<file path="src/rtl/conv3x3_mac_engine.sv">
// Sequential 3x3 signed multiply-accumulate engine with a writable, snapshotted kernel.
// Define MAC_SAT_EN to clamp out-of-range results instead of wrapping them.
module conv3x3_mac_engine #(
    parameter int M          = 3,
    parameter int N          = 3,
    parameter int DATA_WIDTH = 8,
    parameter int ACC_WIDTH  = 2*DATA_WIDTH + $clog2(M*N) + 1
) (
    input  logic                           clk,
    input  logic                           rst_n,
    input  logic                           win_valid,
    output logic                           win_ready,
    input  logic [M*N*DATA_WIDTH-1:0]      win_data,
    input  logic [DATA_WIDTH-1:0]          coef_in,
    input  logic [$clog2(M*N)-1:0]         coef_addr,
    input  logic                           coef_wen,
    output logic [2*DATA_WIDTH-1:0]        matrix_result,
    output logic                           matrix_valid,
    output logic                           overflow,
    output logic                           busy
);

    localparam int TAPS = M * N;
    localparam int AW   = $clog2(TAPS);
    localparam int RW   = 2 * DATA_WIDTH;
    localparam logic [AW-1:0] LAST_TAP = AW'(TAPS - 1);
    localparam logic [RW-1:0] RES_MAX  = {1'b0, {(RW-1){1'b1}}};
    localparam logic [RW-1:0] RES_MIN  = {1'b1, {(RW-1){1'b0}}};

    typedef enum logic [1:0] {StIdle, StMac, StDone} state_e;

    state_e                        state_q;
    logic signed [DATA_WIDTH-1:0]  coef_mem [TAPS];
    logic signed [DATA_WIDTH-1:0]  kern_q   [TAPS];
    logic signed [DATA_WIDTH-1:0]  pix_q    [TAPS];
    logic signed [ACC_WIDTH-1:0]   acc_q;
    logic [AW-1:0]                 tap_q;

    logic signed [RW-1:0]          pix_ext;
    logic signed [RW-1:0]          coef_ext;
    logic signed [RW-1:0]          prod;
    logic signed [ACC_WIDTH-1:0]   acc_next;
    logic [ACC_WIDTH-RW:0]         acc_top;
    logic                          acc_fits;
    logic [RW-1:0]                 res_narrow;

    // Sobel-X, row-major; the middle row carries weight 2.
    function automatic logic signed [DATA_WIDTH-1:0] sobel_x(input int k);
        int row;
        int col;
        int mag;
        row = k / N;
        col = k % N;
        mag = (row == M / 2) ? 2 : 1;
        if (col == 0) begin
            return DATA_WIDTH'(-mag);
        end else if (col == N - 1) begin
            return DATA_WIDTH'(mag);
        end
        return '0;
    endfunction

    always_comb begin
        pix_ext  = {{DATA_WIDTH{pix_q[tap_q][DATA_WIDTH-1]}}, pix_q[tap_q]};
        coef_ext = {{DATA_WIDTH{kern_q[tap_q][DATA_WIDTH-1]}}, kern_q[tap_q]};
        prod     = pix_ext * coef_ext;
        acc_next = acc_q + {{(ACC_WIDTH-RW){prod[RW-1]}}, prod};
        // Fits in RW signed bits iff all bits above the RW-1 sign bit agree with it.
        acc_top  = acc_next[ACC_WIDTH-1:RW-1];
        acc_fits = (&acc_top) | ~(|acc_top);
`ifdef MAC_SAT_EN
        if (acc_fits) begin
            res_narrow = acc_next[RW-1:0];
        end else begin
            res_narrow = acc_next[ACC_WIDTH-1] ? RES_MIN : RES_MAX;
        end
`else
        res_narrow = acc_next[RW-1:0];
`endif
    end

    always_ff @(posedge clk) begin
        if (!rst_n) begin
            state_q       <= StIdle;
            win_ready     <= 1'b1;
            busy          <= 1'b0;
            matrix_valid  <= 1'b0;
            matrix_result <= '0;
            overflow      <= 1'b0;
            acc_q         <= '0;
            tap_q         <= '0;
            for (int k = 0; k < TAPS; k++) begin
                coef_mem[k] <= sobel_x(k);
            end
        end else begin
            if (coef_wen && coef_addr <= LAST_TAP) begin
                coef_mem[coef_addr] <= coef_in;
            end
            matrix_valid <= 1'b0;
            case (state_q)
                StIdle: begin
                    if (win_valid) begin
                        // Snapshot reads the pre-edge memory, so a same-cycle write is not seen.
                        for (int k = 0; k < TAPS; k++) begin
                            pix_q[k]  <= win_data[k*DATA_WIDTH +: DATA_WIDTH];
                            kern_q[k] <= coef_mem[k];
                        end
                        acc_q     <= '0;
                        tap_q     <= '0;
                        win_ready <= 1'b0;
                        busy      <= 1'b1;
                        state_q   <= StMac;
                    end
                end
                StMac: begin
                    acc_q <= acc_next;
                    tap_q <= tap_q + AW'(1);
                    if (tap_q == LAST_TAP) begin
                        matrix_valid  <= 1'b1;
                        matrix_result <= res_narrow;
                        overflow      <= ~acc_fits;
                        state_q       <= StDone;
                    end
                end
                StDone: begin
                    win_ready <= 1'b1;
                    busy      <= 1'b0;
                    state_q   <= StIdle;
                end
                default: begin
                    state_q <= StIdle;
                end
            endcase
        end
    end

endmodule
</file>
<file path="config.mk">
export PLATFORM = sky130hd
export DESIGN_NAME = conv3x3_mac_engine
export DESIGN_NICKNAME = d
export VERILOG_FILES = /design/src/rtl/conv3x3_mac_engine.sv
export SDC_FILE = /design/constraint.sdc
export NUM_CORES = 1
export LEC_CHECK = 0
export CAP_MARGIN = 25
export CORE_AREA = 5 5 152 154
export CTS_CLUSTER_DIAMETER = 50
export DETAILED_ROUTE_END_ITERATION = 8
export DIE_AREA = 0 0 157 159
export GPL_TIMING_DRIVEN = 0
export PLACE_DENSITY = 0.82
export SKIP_CTS_REPAIR_TIMING = 1
export SLEW_MARGIN = 20
export SYNTH_ARGS = -nofsm -noshare
export SYNTH_HDL_FRONTEND = slang
export SYNTH_SLANG_ARGS = --single-unit
</file>
<file path="constraint.sdc">
create_clock -name clk -period 11.63 [get_ports clk]
set_input_delay 2.326 -clock clk [delete_from_list [all_inputs] [get_ports clk]]
set_output_delay 2.326 -clock clk [all_outputs]
set_load 0.05 [all_outputs]
</file>
== Yosys cells after proc, flatten, opt, wreduce, memory -nomap -nowiden ==
Memories as Yosys holds them, arrays and structs flattened. A register that Yosys moved wholly into a read port is not among the register bits.
Index checks and enable logic that the tools add are counted.

* Register bits: 47
* Bits in writable memories: 216
* Bits of input ports: 88
* Output and inout port bits: 20
* Word-level logic and storage cells: 71
* Memories: 3

* Add/subtract/negate cells: 2
* Multiply operators: 1
* $lt $le $gt $ge: 1
* Equal/unequal tests: 5
* Muxes and demuxes: 36
* Bitwise operators: 3
* Reduce and logical (&&, ||, !) cells: 12

{| class="wikitable"
|+ Memories
! name !! words !! width !! rd ports !! clocked after memory_dff !! wr ports !! RTL line !! text
|-
| coef_mem || 9 || 8 || 9 || 0 || 9 || 33 || <nowiki>logic signed [DATA_WIDTH-1:0] coef_mem [TAPS];</nowiki>
|-
| kern_q || 9 || 8 || 1 || 1 || 9 || 34 || <nowiki>logic signed [DATA_WIDTH-1:0] kern_q [TAPS];</nowiki>
|-
| pix_q || 9 || 8 || 1 || 1 || 9 || 35 || <nowiki>logic signed [DATA_WIDTH-1:0] pix_q [TAPS];</nowiki>
|}

{| class="wikitable"
|+ Operators with widths
! operator !! count
|-
| 8-bit 2-to-1 mux || 7
|-
| 21-bit one-hot mux with 2 select lines || 1
|-
| 4-bit 2-to-1 mux || 6
|-
| 21-bit adder || 1
|-
| 21-bit 2-to-1 mux || 1
|-
| 8-bit by 8-bit multiplier with 16-bit output || 1
|-
| 1-bit 2-to-1 mux || 14
|-
| 2-bit AND reduction || 5
|-
| 4-bit one-hot mux with 2 select lines || 1
|-
| 8-bit OR reduction || 1
|-
| 2-bit 2-to-1 mux || 3
|-
| 6-bit AND reduction || 1
|-
| 6-bit OR reduction || 1
|-
| 4-bit by 1-bit adder with 4-bit output (second input constant) || 1
|-
| 4-bit == test (second input constant) || 1
|-
| 4-bit less-or-equal comparator (second input constant) || 1
|-
| 2-bit inequality test (second input constant) || 2
|-
| 1-bit one-hot mux with 2 select lines || 2
|-
| 2-bit one-hot mux with 2 select lines || 1
|-
| 2-bit nonzero test || 2
|-
| 2-bit by 1-bit == test with 1-bit output (second input constant) || 1
|-
| 2-bit == test (second input constant) || 1
|-
| 2-bit zero test || 1
|-
| 1-bit NOT || 2
|-
| other kinds (2) || 2
|}

== Logic depth before layout (Yosys ltp) ==
* Depth in word-level cells: 7
* Gate-level depth with buffers: 35
* Mapped depth without buffers: 33

== Worst setup path before layout ==
OpenSTA, ideal clock, no wires.

* Path type: register -> register
* From: reg with a tool-made name
* To: reg overflow
* Library setup time: 0.132 ns
* Arrival: 7.465 ns
* Data required time: 11.498 ns
* Slack: 4.034 ns
* Stages on the path, launching flop included: 32
* Buffers on the path: 2
* Period minus slack after synthesis: 7.596 ns
* Cells stage by stage: dfxtp_1 > clkbuf_1 > buf_2 > mux4_2 > mux2i_1 > nor2_1 > a21oi_1 > nand2b_1 > fa_1 > fa_1 > inv_1 > fa_1 > inv_1 > fa_1 > inv_1 > ha_1 > o21ai_0 > nor2_1 > or4_1 > nand4_1 > a31oi_1 > xnor2_1 > ha_1 > nand2_1 > nor2_1 > nor2_1 > a21oi_1 > o21ai_2 > xor2_1 > or4_4 > nor4_2 > a311oi_1

{| class="wikitable"
|+ RTL lines
! item !! RTL line !! text
|-
| to (signal assigned) || 121 || <nowiki>overflow <= ~acc_fits;</nowiki>
|-
| to (decl) || 19 || <nowiki>output logic overflow,</nowiki>
|}

==> impl_metrics.toml <==
[critical_path]
cp-start-kind = "register"
endpoint_kind = "register"
crit_slowest_cell = "clkbuf_1"
arrival_ns = 9.59
reg2reg_depth = 31
max_stage_delay_ns = 0.82
timing.rr.end = "overflow"
worstPathRequired_ns = 12.08
cp_max_fo = 10
regToRegSetupSlack_ns = 2.48
crit_top_cell = "nor2_1"
timing_worst_setup_path_type = "reg -> reg"

[final_layout]
stdcell_area_sq_um = 15900
finalNonFillerCells = 1461
final_net_count = 1354
fill_cells = 1413
drive_gt1_share_pct = 9.99
area_delta_synth_final_pct = 18.5
regArea_sq_um = 7510
diodes = 0
multi_input_area_sq_um = 5400

[synthesis]
syn-cell-area_sq_um = 13400
synth_cells = 1019
async_flop_share_pct = 0
synth_cell_type_count = 63
yosysSeqAreaShare_pct = 55.9
ys.flop_type = "edfxtp_1"
ys_ff_latch = 267
syn_nets = 1214
yosys_warnings = 0
synth_edf_count = 216
synth_area_per_cell_sq_um = 13.2

[global_route]
grt_max_degree = 51
grt-ovfl-total = 0
antenna_found_initial = 0
track_usage_pct = 24.2
grt_first_pass_wirelength_um = 47300
grt_pass1_vias = 8867

[detailed_routing]
drt_first_iter_violations = 653
post-route-drc-count = 0
drt.antenna.violating_nets = 0
num_vias = 8379
drt_wl_total_um = 29500
routedWlPerCell_um = 20.2
vias_per_cell = 5.74
drt_pass1_iterations = 5

[placement]
post-place-ws_ns = 2.50
port_buffers = 106
dp_hpwl_um = 21300
place_inst = 1409
gp_congestion = 0.921
place_area_sq_um = 14900

[floorplan]
start_util_pct = 62.3
die_x_um = 157
io_pins = 108
coreArea_sq_um = 21600
dieHeight_um = 159
num_rows = 54
die_area_sq_um = 25000

[worst_hold_path]
worstHoldPathCells = 0
holdCritStartpoint = "coef_mem[1][2]"
hold-path-endpoint = "kern_q[1][2]"
hp-class = "reg -> reg"

[flow_run]
maxCapViolCount = 0

[sta]
fin_crit_ns = 9.15
setup_violations = 0
fmax_ghz = 0.109
rsz0062_at_grt = "false"
clock-skew-final_ns = 0.0621
tightest_slew_ns = 1.01
fin_ws_ns = 2.48
hold_viol = 0
period_share_pct = 78.7
relSlewSlack_pct = 32.6
finalMaxSlewViolations = 0
tns_ns = 0

[clock_network]
root_buffer = "clkbuf_16"
path_clk_slew_ns = 0.07
cts_buffers = 28
clk_latency_ns = 0.58
clock-sinks = 267
cts_buffer_depth = 3
cts_htree_levels = 1
cts_tree = "yes"

[status]
status = "finished clean"
==> cell families after synthesis <==
logic type,share of synthesized area (%)
DFF,55.9
muxes,6.71
and+or+nand+nor,11.0
adders and majority gates,13.1
AOI/OAI and AO/OA,6.96
buffers and inverters,3.82
xor gates and xnor gates,2.41
==> metrics by stage <==
| stage | utilization [%] | hold WS (ns) |
|---|---|---|
| final | 73.8 | 0.413 |
| after global routing | 73.8 | 0.426 |
| after floorplan | - | 0.400 |
| after CTS | 73.8 | 0.414 |
| after detailed placement | 69.1 | 0.405 |
| after global placement | 68.8 | 0.400 |
==> final cells by class <==
class,count,share of cell area (%)
Inverter,96,2.27
Sequential cell,267,47.2
Multi-Input combinational cell,625,34.0
Clock inverter,11,0.787
Clock buffer,41,5.49
Tap cell,280,2.20
Timing Repair Buffer,110,7.10
Buffer,31,0.960
==> cell usage after synthesis (7+ instances only) <==
master	number	area share [%]
or2_2	14	0.65
or3_1	17	0.79
inv_1	96	2.7
a22oi_1	10	0.56
xnor2_1	26	1.7
edfxtp_1	216	48
ha_1	51	4.8
mux4_2	32	5.4
a21oi_1	35	1.3
nor2b_1	15	0.70
and2_1	49	2.3
xor2_1	9	0.59
clkbuf_1	19	0.53
o21bai_1	7	0.39
nand2_1	62	1.7
o21ai_0	30	1.1
nor2_1	89	2.5
nand2b_1	14	0.65
a21o_1	7	0.39
mux2i_1	18	1.3
fa_1	56	8.4
nor3_1	9	0.34
a21boi_0	13	0.73
dfxtp_1	51	7.6
==> state kept, by name, indices dropped and copies added (netlist names), named ones only <==
name,cells
overflow,1
tap_q,4
matrix_result,16
pix_q,72
kern_q,72
acc_q,21
win_ready,1
state_q,2
busy,1
matrix_valid,1
coef_mem,72
==> routing by layer <==
| metal | GRT usage, % | vias up | wire length, um | part of all wire [%] |
|---|---|---|---|---|
| li1 | - | 3891 | - | - |
| met1 | 31.3 | 4147 | 11400 | 39 |
| met2 | 41.8 | 273 | 15400 | 52 |
| met3 | 3.83 | 68 | 1660 | 5.6 |
| met4 | 8.28 | 0 | 1050 | 3.6 |
| met5 | 0 | - | 0 | 0 |
==> how the worst max path moves through the flow <==
stage	depth (start not counted)	to	slack, ns	from
2_1_floorplan	31	overflow	4.03	register
3_3_place_gp	31	overflow	2.53	register
3_5_place_dp	31	overflow	2.50	register
4_1_cts	31	overflow	2.50	register
5_1_grt	31	overflow	1.94	register
6_report	31	overflow	2.48	register
==> worst max-delay path: cells and delay by family, from the launching register on <==
kind | cells | cell delay (ns)
adder cells (fa/ha/maj) | 6 | 2.68
AND/OR/NAND/NOR | 10 | 2.03
XOR/XNOR | 2 | 0.89
buffers and inverters | 6 | 1.48
AO/OA/AOI/OAI | 6 | 1.19
flip-flops | 1 | 0.30
multiplexers | 1 | 0.49
==> cells in the final DEF, fill, tap and decap left out, types with 7 or more instances in the layout <==
master / instances
xnor2_1: 26
a21boi_0: 13
or3_1: 17
clkbuf_16: 31
and2_1: 49
or2_2: 14
a21o_1: 7
clkbuf_8: 7
a22oi_1: 10
mux2i_1: 18
a21oi_1: 35
nor3_1: 9
nand2b_1: 14
inv_1: 96
fa_1: 56
edfxtp_1: 216
nor2b_1: 15
ha_1: 51
clkdlybuf4s50_1: 106
o21bai_1: 7
nand2_1: 62
mux4_2: 32
xor2_1: 9
dfxtp_1: 51
clkbuf_1: 23
nor2_1: 89
o21ai_0: 25
Power is left out: the tool's default activity adds up to more than one toggle a clock period on the data nets, which glitch-free logic cannot reach.
